[config.mk]
export PLATFORM = sky130hd
export DESIGN_NAME = vga_sync_gen
export DESIGN_NICKNAME = d
export VERILOG_FILES = /design/src/rtl/vga_sync_gen.sv
export SDC_FILE = /design/constraint.sdc
export NUM_CORES = 1
export LEC_CHECK = 0
export ABC_AREA = 1
export BUFFER_PORTS_ARGS = -buffer_cell sky130_fd_sc_hd__buf_2
export CAP_MARGIN = 20
export CORE_UTILIZATION = 45
export DETAILED_ROUTE_END_ITERATION = 10
export GPL_TIMING_DRIVEN = 0
export PLACE_DENSITY = 0.68
export SETUP_SLACK_MARGIN = 0.2
export SLEW_MARGIN = 30
export SYNTH_ARGS = -nofsm -noshare
export SYNTH_HDL_FRONTEND = slang
export SYNTH_SLANG_ARGS = --single-unit
[constraint.sdc]
create_clock -name CLK -period 1.7 [get_ports CLK]
set_input_delay 0.425 -clock CLK [delete_from_list [all_inputs] [get_ports CLK]]
set_output_delay 0.425 -clock CLK [all_outputs]
set_load 0.03 [all_outputs]
[src/rtl/vga_sync_gen.sv]
`default_nettype none
// ============================================================================
//  Module      : vga_sync_gen
//  Description : Parametrised VGA raster timing generator. Free-running
//                horizontal/vertical position counters, advanced by a pixel
//                clock enable, drive fully registered sync, active-video,
//                coordinate and line/frame start outputs.
//  Revision    : 1.0 - initial release
// ============================================================================
module vga_sync_gen #(
    parameter int H_ACTIVE = 640,
    parameter int H_FP     = 16,
    parameter int H_SYNC   = 96,
    parameter int H_BP     = 48,
    parameter int V_ACTIVE = 480,
    parameter int V_FP     = 10,
    parameter int V_SYNC   = 2,
    parameter int V_BP     = 33,
    parameter bit H_POL    = 1'b0,
    parameter bit V_POL    = 1'b0,
    parameter int COL_W    = 10,
    parameter int ROW_W    = 10
) (
    input  logic             CLK,
    input  logic             RST,
    input  logic             CE,
    output logic             H_Sync,
    output logic             V_Sync,
    output logic             Active,
    output logic [COL_W-1:0] Col,
    output logic [ROW_W-1:0] Row,
    output logic             Line_Start,
    output logic             Frame_Start
);

    localparam int H_TOTAL = H_ACTIVE + H_FP + H_SYNC + H_BP;
    localparam int V_TOTAL = V_ACTIVE + V_FP + V_SYNC + V_BP;

    // Decode thresholds, sized to the counters. The sync-end bounds get one
    // extra bit so a zero back porch cannot overflow the counter width.
    localparam logic [COL_W-1:0] c_h_last     = COL_W'(H_TOTAL - 1);
    localparam logic [ROW_W-1:0] c_v_last     = ROW_W'(V_TOTAL - 1);
    localparam logic [COL_W-1:0] c_h_active   = COL_W'(H_ACTIVE);
    localparam logic [ROW_W-1:0] c_v_active   = ROW_W'(V_ACTIVE);
    localparam logic [COL_W:0]   c_hs_start   = (COL_W+1)'(H_ACTIVE + H_FP);
    localparam logic [COL_W:0]   c_hs_end     = (COL_W+1)'(H_ACTIVE + H_FP + H_SYNC);
    localparam logic [ROW_W:0]   c_vs_start   = (ROW_W+1)'(V_ACTIVE + V_FP);
    localparam logic [ROW_W:0]   c_vs_end     = (ROW_W+1)'(V_ACTIVE + V_FP + V_SYNC);

    logic [COL_W-1:0] r_hc;
    logic [ROW_W-1:0] r_vc;

    logic             w_h_in_sync;
    logic             w_v_in_sync;
    logic             w_active;
    logic             w_h_zero;
    logic             w_v_zero;
    logic             w_h_wrap;
    logic             w_v_wrap;

    // Decode of the current raster position; registered into the outputs
    // so that every output describes the same (Col, Row) pair.
    always_comb begin
        w_h_in_sync = ({1'b0, r_hc} >= c_hs_start) && ({1'b0, r_hc} < c_hs_end);
        w_v_in_sync = ({1'b0, r_vc} >= c_vs_start) && ({1'b0, r_vc} < c_vs_end);
        w_active    = (r_hc < c_h_active) && (r_vc < c_v_active);
        w_h_zero    = (r_hc == '0);
        w_v_zero    = (r_vc == '0);
        w_h_wrap    = (r_hc == c_h_last);
        w_v_wrap    = (r_vc == c_v_last);
    end

    // Position counters: hc steps every enabled pixel, vc steps on hc wrap.
    always_ff @(posedge CLK) begin
        if (RST) begin
            r_hc <= '0;
            r_vc <= '0;
        end else if (CE) begin
            if (w_h_wrap) begin
                r_hc <= '0;
                if (w_v_wrap) begin
                    r_vc <= '0;
                end else begin
                    r_vc <= r_vc + 1'b1;
                end
            end else begin
                r_hc <= r_hc + 1'b1;
            end
        end
    end

    // Registered outputs: levels hold while CE is low, strobes drop to zero.
    always_ff @(posedge CLK) begin
        if (RST) begin
            Col         <= '0;
            Row         <= '0;
            Active      <= 1'b0;
            H_Sync      <= ~H_POL;
            V_Sync      <= ~V_POL;
            Line_Start  <= 1'b0;
            Frame_Start <= 1'b0;
        end else if (CE) begin
            Col         <= r_hc;
            Row         <= r_vc;
            Active      <= w_active;
            H_Sync      <= w_h_in_sync ? H_POL : ~H_POL;
            V_Sync      <= w_v_in_sync ? V_POL : ~V_POL;
            Line_Start  <= w_h_zero;
            Frame_Start <= w_h_zero && w_v_zero;
        end else begin
            Line_Start  <= 1'b0;
            Frame_Start <= 1'b0;
        end
    end

endmodule
`default_nettype wire
After elaboration in Yosys (flattened, before gate mapping)
Cells that the tools add are included.
Storage, ports and cells
  flip-flop bits (word level): 45
  input port bits: 3
  output and inout port bits: 25
  word-level logic and storage cells: 32
Cells by class
  $add $sub $neg: 2
  magnitude comparators: 6
  equality and inequality tests: 2
  mux-type cells: 4
  bitwise gates (word level): 1
  reductions and logical operators: 8
Operators with widths (number)
  10-bit by 1-bit adder with 10-bit output (second input constant): 2
  10-bit == test (second input constant): 2
  10-bit zero test: 2
  10-bit < comparator (second input constant): 2
  10-bit by 9-bit < comparator with 1-bit output (second input constant): 2
  10-bit 2-to-1 mux: 2
  10-bit >= comparator (second input constant): 1
  10-bit by 9-bit >= comparator with 1-bit output (second input constant): 1
  1-bit logical AND: 4
  1-bit 2-to-1 mux: 2
  2-bit AND reduction: 1
  2-bit OR reduction: 1
  1-bit inverter: 1

Depth between registers and ports, before layout
Gate-level depths: netlist of the first run.
  depth in word-level cells: 3
  gate-level depth with buffers: 10
  mapped depth without buffers: 9

Worst setup path before layout of the first run
OpenSTA, ideal clock, no wires.
  kind: register to register
  from: register r_hc[0]
  to: register r_vc[3]
  library setup time: 0.114 ns
  arrival: 1.190 ns
  data required time: 1.586 ns
  slack: 0.396 ns
  stages on the path, launching flop included: 9
  buffers on the path: 0
  period minus slack after synthesis: 1.304 ns
  cells stage by stage: dfxtp_1 > ha_1 > nand2_4 > nor2_8 > nand3_4 > nand2_4 > nand2_4 > nand2_1 > nor2_2
Between the ends
  longest elaborated chain between the ends: 2
Ends and longest elaborated chain
  start, declared: line 50  | logic [COL_W-1:0] r_hc;
  start signal, assigned: line 87  | r_hc <= r_hc + 1'b1;
  10-bit == test: line 69  | w_h_wrap = (r_hc == c_h_last);
  2-bit AND reduction (no source line)
  end signal, assigned: line 84  | r_vc <= r_vc + 1'b1;
  end, declared: line 51  | logic [ROW_W-1:0] r_vc;
No other way between the ends.
A chain may end at the register's enable or synchronous reset.

Final worst setup path of the first run
  from: register r_hc[0]
  to: register r_hc[0]
Between the ends
  longest elaborated chain between the ends: 2
  elaborated cells on any way between the ends: 3
  those cells by class: add/sub (1); eq/ne (1); mux (1)
Ends and longest elaborated chain
  10-bit by 1-bit adder with 10-bit output / 10-bit == test (equally long branches): line 87, 69
  10-bit 2-to-1 mux (*): line 79  | if (w_h_wrap) begin
Every way passes the cells marked *; elsewhere a longest branch is shown, timed or not.

==> metrics.txt, run 1 <==
status complete, but fails checks; failing checks design-rule violations; Die X 70.6 um; Min-Delay Path Class input port to flip-flop; hpwl dp 3.73 mm; Max H-tree Level 2; xor and xnor area share after synthesis 0.826%; commonest non-fill, non-tap cell in the layout nand2_1; power per cell area roughly 860 mW/mm2; vias in the first global route 1700; hold_buf cts 0; CTS tree yes; Netlist cell types 30; Total Nets Final around 330; Worst IR Drop VDD 0.000557 V; PortBufs 25; via-per-instance ratio between 5 and 6; global router's overall resource usage 21.6%; # IOs 28; via count 1948; maximum buffer depth of the clock tree 2; Sequential cell area 905 um2; unrepaired setup endpoints after global routing no; DRC errors left 8; final std cells w/o fill approximately 380; mux share of post-synthesis cell area 0%; Final Core Density 55.0%; Setup crit start kind flip-flop; Worst-Margin Slew 557 ps; sequential share of the synthesized area ~43%; Core Region 0.00444 mm2; Yosys top cell by area dfxtp_1; WP data required 1890 ps; post-synth net total 300; filler instances 446; final worst path period share 83.5%; Syn Inst Count 292; row cnt 24; Clock Root Buffer clkbuf_8; max-capacitance violation count 0; syn avg cell area 7.26 um2; CP Max Fanout 4; die span in y 70.6 um; Initial Util 47.7%; CP Data Arrival Time 1610 ps; Routed wire per std cell 13.3 um; Placer Congestion 0.939; Worst Setup End Kind flip-flop; multi-input logic area about 0.0011 mm2; Cell Area, Synth 0.00212 mm2; Crit Path Category flip-flop to flip-flop; Final setup violation count 0; Synth area leaders dfxtp_1 (43%), nand2_1 (11%), nor2_1 (7.6%); Synth Area in Simple Gates 33.3%; P_leak about 1.1 nW; Area Overhead vs Synth 15.4%; Synth Register Bits 45; clk_skew 8.48 ps; Die ar. 0.00499 mm2; largest family of logic cells by synthesized area simple AND/OR/NAND/NOR gates; compound-gate portion of the synthesized area approximately 12%; diodes inserted 0; worst rel slew slack ~63%; Sink Count 45; Synth Area in Adders 2.95%; Final Worst Setup Slack 281 ps; yosys warns 0; GRT overflow 0; FMAX ~700 MHz; drt first-iter violations between 100 and 150; endpoints failing hold 0; DP Worst Slack 158 ps; clk_lat worst skew ~300 ps; Worst-path clk slew 90 ps; Initial DRT Pass Iterations 7; worst hold stages 2; Slew Limit Fails 0; commonest non-fill, non-tap cells in the layout nand2_1 (61), dfxtp_1 (42), nor2_1 (42); worst r2r path cells 6; Min Clock Period, post-route 1420 ps; initial antenna violation count 0; post-route ant nets 0; Yosys top cell area share between 40% and 50%; share of cells above drive strength 1 19.9%; setup total negative slack 0 ps; final WL 5.03 mm; largest net degree at the start of global routing 15; CTS Buf Count 5; # placed instances 369; global-route wire length before repair 8.24 mm
==> Yosys cell counts <==
cell and instances:
o21ai_1 2, inv_2 4, buf_6 1, buf_1 1, nor2_1 43, dfxtp_1 45, o21ai_0 19, buf_4 1
clkbuf_1 4, ha_1 5, nand2_1 61, nor3_1 8, a211oi_1 2, buf_2 3, nand4_1 9, nor2_4 1
nand3_1 12, o211ai_1 1, a21oi_1 22, inv_4 1, inv_1 26, a21oi_2 2, nand2_4 4, o22ai_1 1
nor2_8 1, or2_0 1, nand3b_1 2, nor2_2 7, xor2_1 2, nand3_4 1
==> final timing paths <==
| check | start | end | slack, ps |
|---|---|---|---|
| setup reg to reg | r_hc[0]$_SDFFE_PP0P_ | r_hc[0]$_SDFFE_PP0P_ | 280 |
| hold reg to reg | Row[4]$_SDFFE_PP0P_ | Row[4]$_SDFFE_PP0P_ | 460 |
| hold / removal | RST | Row[4]$_SDFFE_PP0P_ | 430 |
| setup / recovery | r_hc[0]$_SDFFE_PP0P_ | r_hc[0]$_SDFFE_PP0P_ | 280 |
==> flip-flops by register name (all words and copies together), names as in the netlist <==
name,count
Col,10
H_Sync,1
r_vc,10
Line_Start,1
V_Sync,1
Frame_Start,1
Active,1
Row,10
r_hc,10
==> metal layers <==
layer | global-route usage, % | vias up | share of wire (%)
li1 | - | 1003 | -
met1 | 30.6 | 881 | 50
met2 | 31.8 | 57 | 42
met3 | 5.13 | 7 | 6.3
met4 | 8.44 | 0 | 1.4
met5 | 0 | - | 0
==> area by class of cell <==
type | instances | area share [%]
flip-flops and latches | 45 | 37.0
well taps | 52 | 2.66
plain buffers | 10 | 2.15
clock inverters | 2 | 1.59
repair buffers | 26 | 5.42
multi-input cells | 206 | 43.4
inverters | 31 | 4.86
clock buffers | 6 | 2.97
==> power by group <==
group,internal (mW),switching [mW],total [mW]
combinational,0.0517,0.138,0.189
sequential,1.08,0.0153,1.10
clock,0.441,0.369,0.811
==> metrics by stage <==
stage	area, um2	power (mW)	hold WS [ps]
floorplan	2120	1.26	474
global placement	2310	1.31	446
detailed placement	2310	1.31	451
CTS	2430	2.12	429
global route	2450	2.18	447
finish	2450	2.10	433
==> logic make-up (layout without fill, tap and decap cells) <==
logic type                 count (synthesis)  count (layout)
buffers and inverters                     41              75
and+or+nand+nor                          150             150
DFF                                       45              45
adders and majority gates                  5               5
AOI/OAI and AO/OA                         49              49
xor gates and xnor gates                   2               2
==> repair_timing <==
item	in CTS	in global routing
setup buffers	0	1
hold endpoints to repair	0	0
endpoints found under the setup margin	6	11
pin swaps	0	2
resized for setup	2	5
==> worst max-delay path: stages, from the launching register on <==
cell	delay, ps
dfxtp_2	370
ha_2	220
nand2_4	80
nor2_2	190
inv_1	80
o21ai_0	260
a21oi_1	100
(Power assumes the default switching activity.)
==> inputs of run 2 (changes only) <==
==> constraint.sdc (replaced) <==
create_clock -name CLK -period 1.4 [get_ports CLK]
set_input_delay 0.35 -clock CLK [delete_from_list [all_inputs] [get_ports CLK]]
set_output_delay 0.35 -clock CLK [all_outputs]
set_load 0.03 [all_outputs]
==> run 2 against run 1 <==
  * The run still ends with design-rule violations left
  * Highest routed layer unchanged
  * Flip-flop and latch count stayed put
  * Sequential share of layout area is 1.8 points lower
  * Combinational power is 31% higher
  * Largest power group unchanged
==> metrics.txt, run 2 (synthesis gave the netlist of run 1 again) <==
most common cell type on the critical path nand2_8; Max H-tree Level 2 (unchanged); largest net degree at the start of global routing 13 (-2); reg2reg start r_hc[1]$_SDFFE_PP0P_; Final setup violation count 0 (unchanged); Worst IR Drop VDD 0.000658 V (+18%); NetSw 0.588 mW (+13%); worst r2r path cells 8 (+2); hold worst-path end r_hc[2]$_SDFFE_PP0P_; CTS tree yes; Placer Congestion 0.965 (+2.8%); Die ar. 0.00499 mm2 (unchanged); # IOs 28 (unchanged); Reg2Reg Setup Slack 70 ps (-210 ps); delay-heaviest family, CP simple AND/OR/NAND/NOR gates; commonest non-fill, non-tap cell in the layout nand2_1; CP Data Arrival Time 1510 ps (-100 ps); DRC errors left 11 (+3); Setup crit start kind flip-flop; Clk pwr share 32.2% (-6.4 points); Hold Slack 391 ps (-42.2 ps); Slowest-stage cell, CP dfxtp_4; global-route wire length before repair 8.31 mm (+0.84%); final worst path period share 95.2% (+12 points); die span in y 70.6 um (unchanged); hold_buf cts 0 (unchanged); worst hold stages 2 (unchanged); clk_lat worst skew 280 ps (-20 ps); post-route ant nets 0 (unchanged); PortBufs 25 (unchanged); Worst-path clk slew 80 ps (about the same); Worst Setup End Kind flip-flop; Core Region 0.00444 mm2 (unchanged); CTS Buf Count 5 (unchanged); vias in the first global route 1774 (+4.4%); CP Max Fanout 6 (+2); HP Start RST; share of cells above drive strength 1 27.4% (+7.5 points); Min-Delay Path Class input port to flip-flop; Int Power 1.74 mW (+11%); FMAX 750 MHz (+6.5%); power per cell area 895 mW/mm2 (+4.3%); crit-path cells ha_4 -> nand2_8 -> nor2_8 -> nand3_4 -> nand2_8 -> nand2_8 -> nand2_2 -> nor2_2; multi-input logic area 0.00116 mm2 (+9.0%); unrepaired setup endpoints after global routing yes; Sequential cell area 917 um2 (+1.4%); Clock Root Buffer clkbuf_8; Sink Count 45 (unchanged); initial antenna violation count 0 (unchanged); Min Clock Period, post-route 1330 ps (-86.8 ps); WP data required 1580 ps (-310 ps); via count 1974 (+1.3%); maximum buffer depth of the clock tree 2 (unchanged); Final Core Density 58.6% (+3.5 points); global router's overall resource usage 21.1% (-0.47 points); row cnt 24 (unchanged); Total Nets Final 339 (+1.8%); P_leak 1.08 nW (+1.5%); Net Sw Frac 25.2% (+0.36 points); worst rel slew slack 61.5% (-1.3 points); via-per-instance ratio 5.14 (-0.25%); failing checks design-rule violations; Area Overhead vs Synth 22.8%; hpwl dp 3.67 mm (-1.7%); GRT overflow 0 (unchanged); Worst Path Buf+Inv 0 (-1); diodes inserted 0 (unchanged); reg2reg end r_vc[9]$_SDFFE_PP0P_; Die X 70.6 um (unchanged); Initial Util 47.7% (unchanged); Worst-Margin Slew 577 ps (+19.8 ps); Slew Limit Fails 0 (unchanged); CP max stage delay 380 ps (about the same); Initial DRT Pass Iterations 7 (unchanged); clk_skew 5.04 ps (-3.45 ps); Reg power frac 57.2% (+4.8 points); filler instances 434 (-2.7%); status complete, but fails checks; Gate power share 10.6% (+1.6 points); endpoints failing hold 0 (unchanged); commonest non-fill, non-tap cells in the layout nand2_1 (57), nor2_1 (39), dfxtp_1 (38); Crit Path Category flip-flop to flip-flop; Routed wire per std cell 13.5 um (+1.2%); max-capacitance violation count 0 (unchanged); drt first-iter violations 137 (-2.1%); final WL 5.17 mm (+2.8%)
-- run 2: cell types whose count changed in the layout (fill, tap and decap cells not counted), moves of 4 or more --
cell      delta
clkbuf_4     +7
dfxtp_1      -4
buf_2       -11
buf_4        +9
nand2_1      -4
-- run 2: metrics by stage --
step | area [um2] | setup TNS (ps) | power, mW | std cells | setup slack [ps]
4_1_cts | 2490 | 0 | 2.35 | 382 | 105
3_5_place_dp | 2330 | -207 | 1.59 | 369 | -46.0
5_1_grt | 2600 | 0 | 2.43 | 384 | 9.28
2_1_floorplan | 2140 | 0 | 1.53 | 292 | 200
6_report | 2600 | 0 | 2.33 | 384 | 67.5
3_3_place_gp | 2330 | -261 | 1.59 | 369 | -39.9
-- run 2: how the worst max path moves through the flow --
stage	startpoint	end	depth (start not counted)
floorplan	r_hc[1]$_SDFFE_PP0P_	r_vc[3]$_SDFFE_PP0P_	8
global placement	RST	Row[7]$_SDFFE_PP0P_	5
detailed placement	RST	Row[1]$_SDFFE_PP0P_	5
CTS	r_hc[1]$_SDFFE_PP0P_	r_vc[9]$_SDFFE_PP0P_	8
global route	r_hc[0]$_SDFFE_PP0P_	r_vc[9]$_SDFFE_PP0P_	8
finish	r_hc[1]$_SDFFE_PP0P_	r_vc[9]$_SDFFE_PP0P_	8
-- run 2: routing by layer --
metal  track usage (%)  wire length, um  vias to the layer above
li1                  -                -                     1026
met1              30.5             2580                      891
met2              32.9             2290                       51
met3              3.70              243                        6
met4              5.33               59                        0
met5                 0                0                        -
-- run 2: power by group through the flow --
stage / combinational, mW / sequential (mW) / clock (mW)
CTS: 0.237 / 1.34 / 0.773
detailed placement: 0.227 / 1.37 / 0
floorplan: 0.0976 / 1.43 / 0
global placement: 0.225 / 1.37 / 0
finish: 0.247 / 1.33 / 0.751
global route: 0.269 / 1.34 / 0.826
-- run 2: layout make-up --
| cell class | instances | share of cell area, % |
|---|---|---|
| Tap cell | 52 | 2.50 |
| Buffer | 10 | 2.02 |
| Multi-Input combinational cell | 206 | 44.4 |
| Inverter | 31 | 4.76 |
| Sequential cell | 45 | 35.2 |
| Clock buffer | 8 | 3.08 |
| Timing Repair Buffer | 32 | 8.02 |
-- run 2: repair_timing --
action	in CTS	in global routing
buffers inserted	5	2
resized for setup	13	39
setup endpoints to repair	16	41
pin swaps	6	4
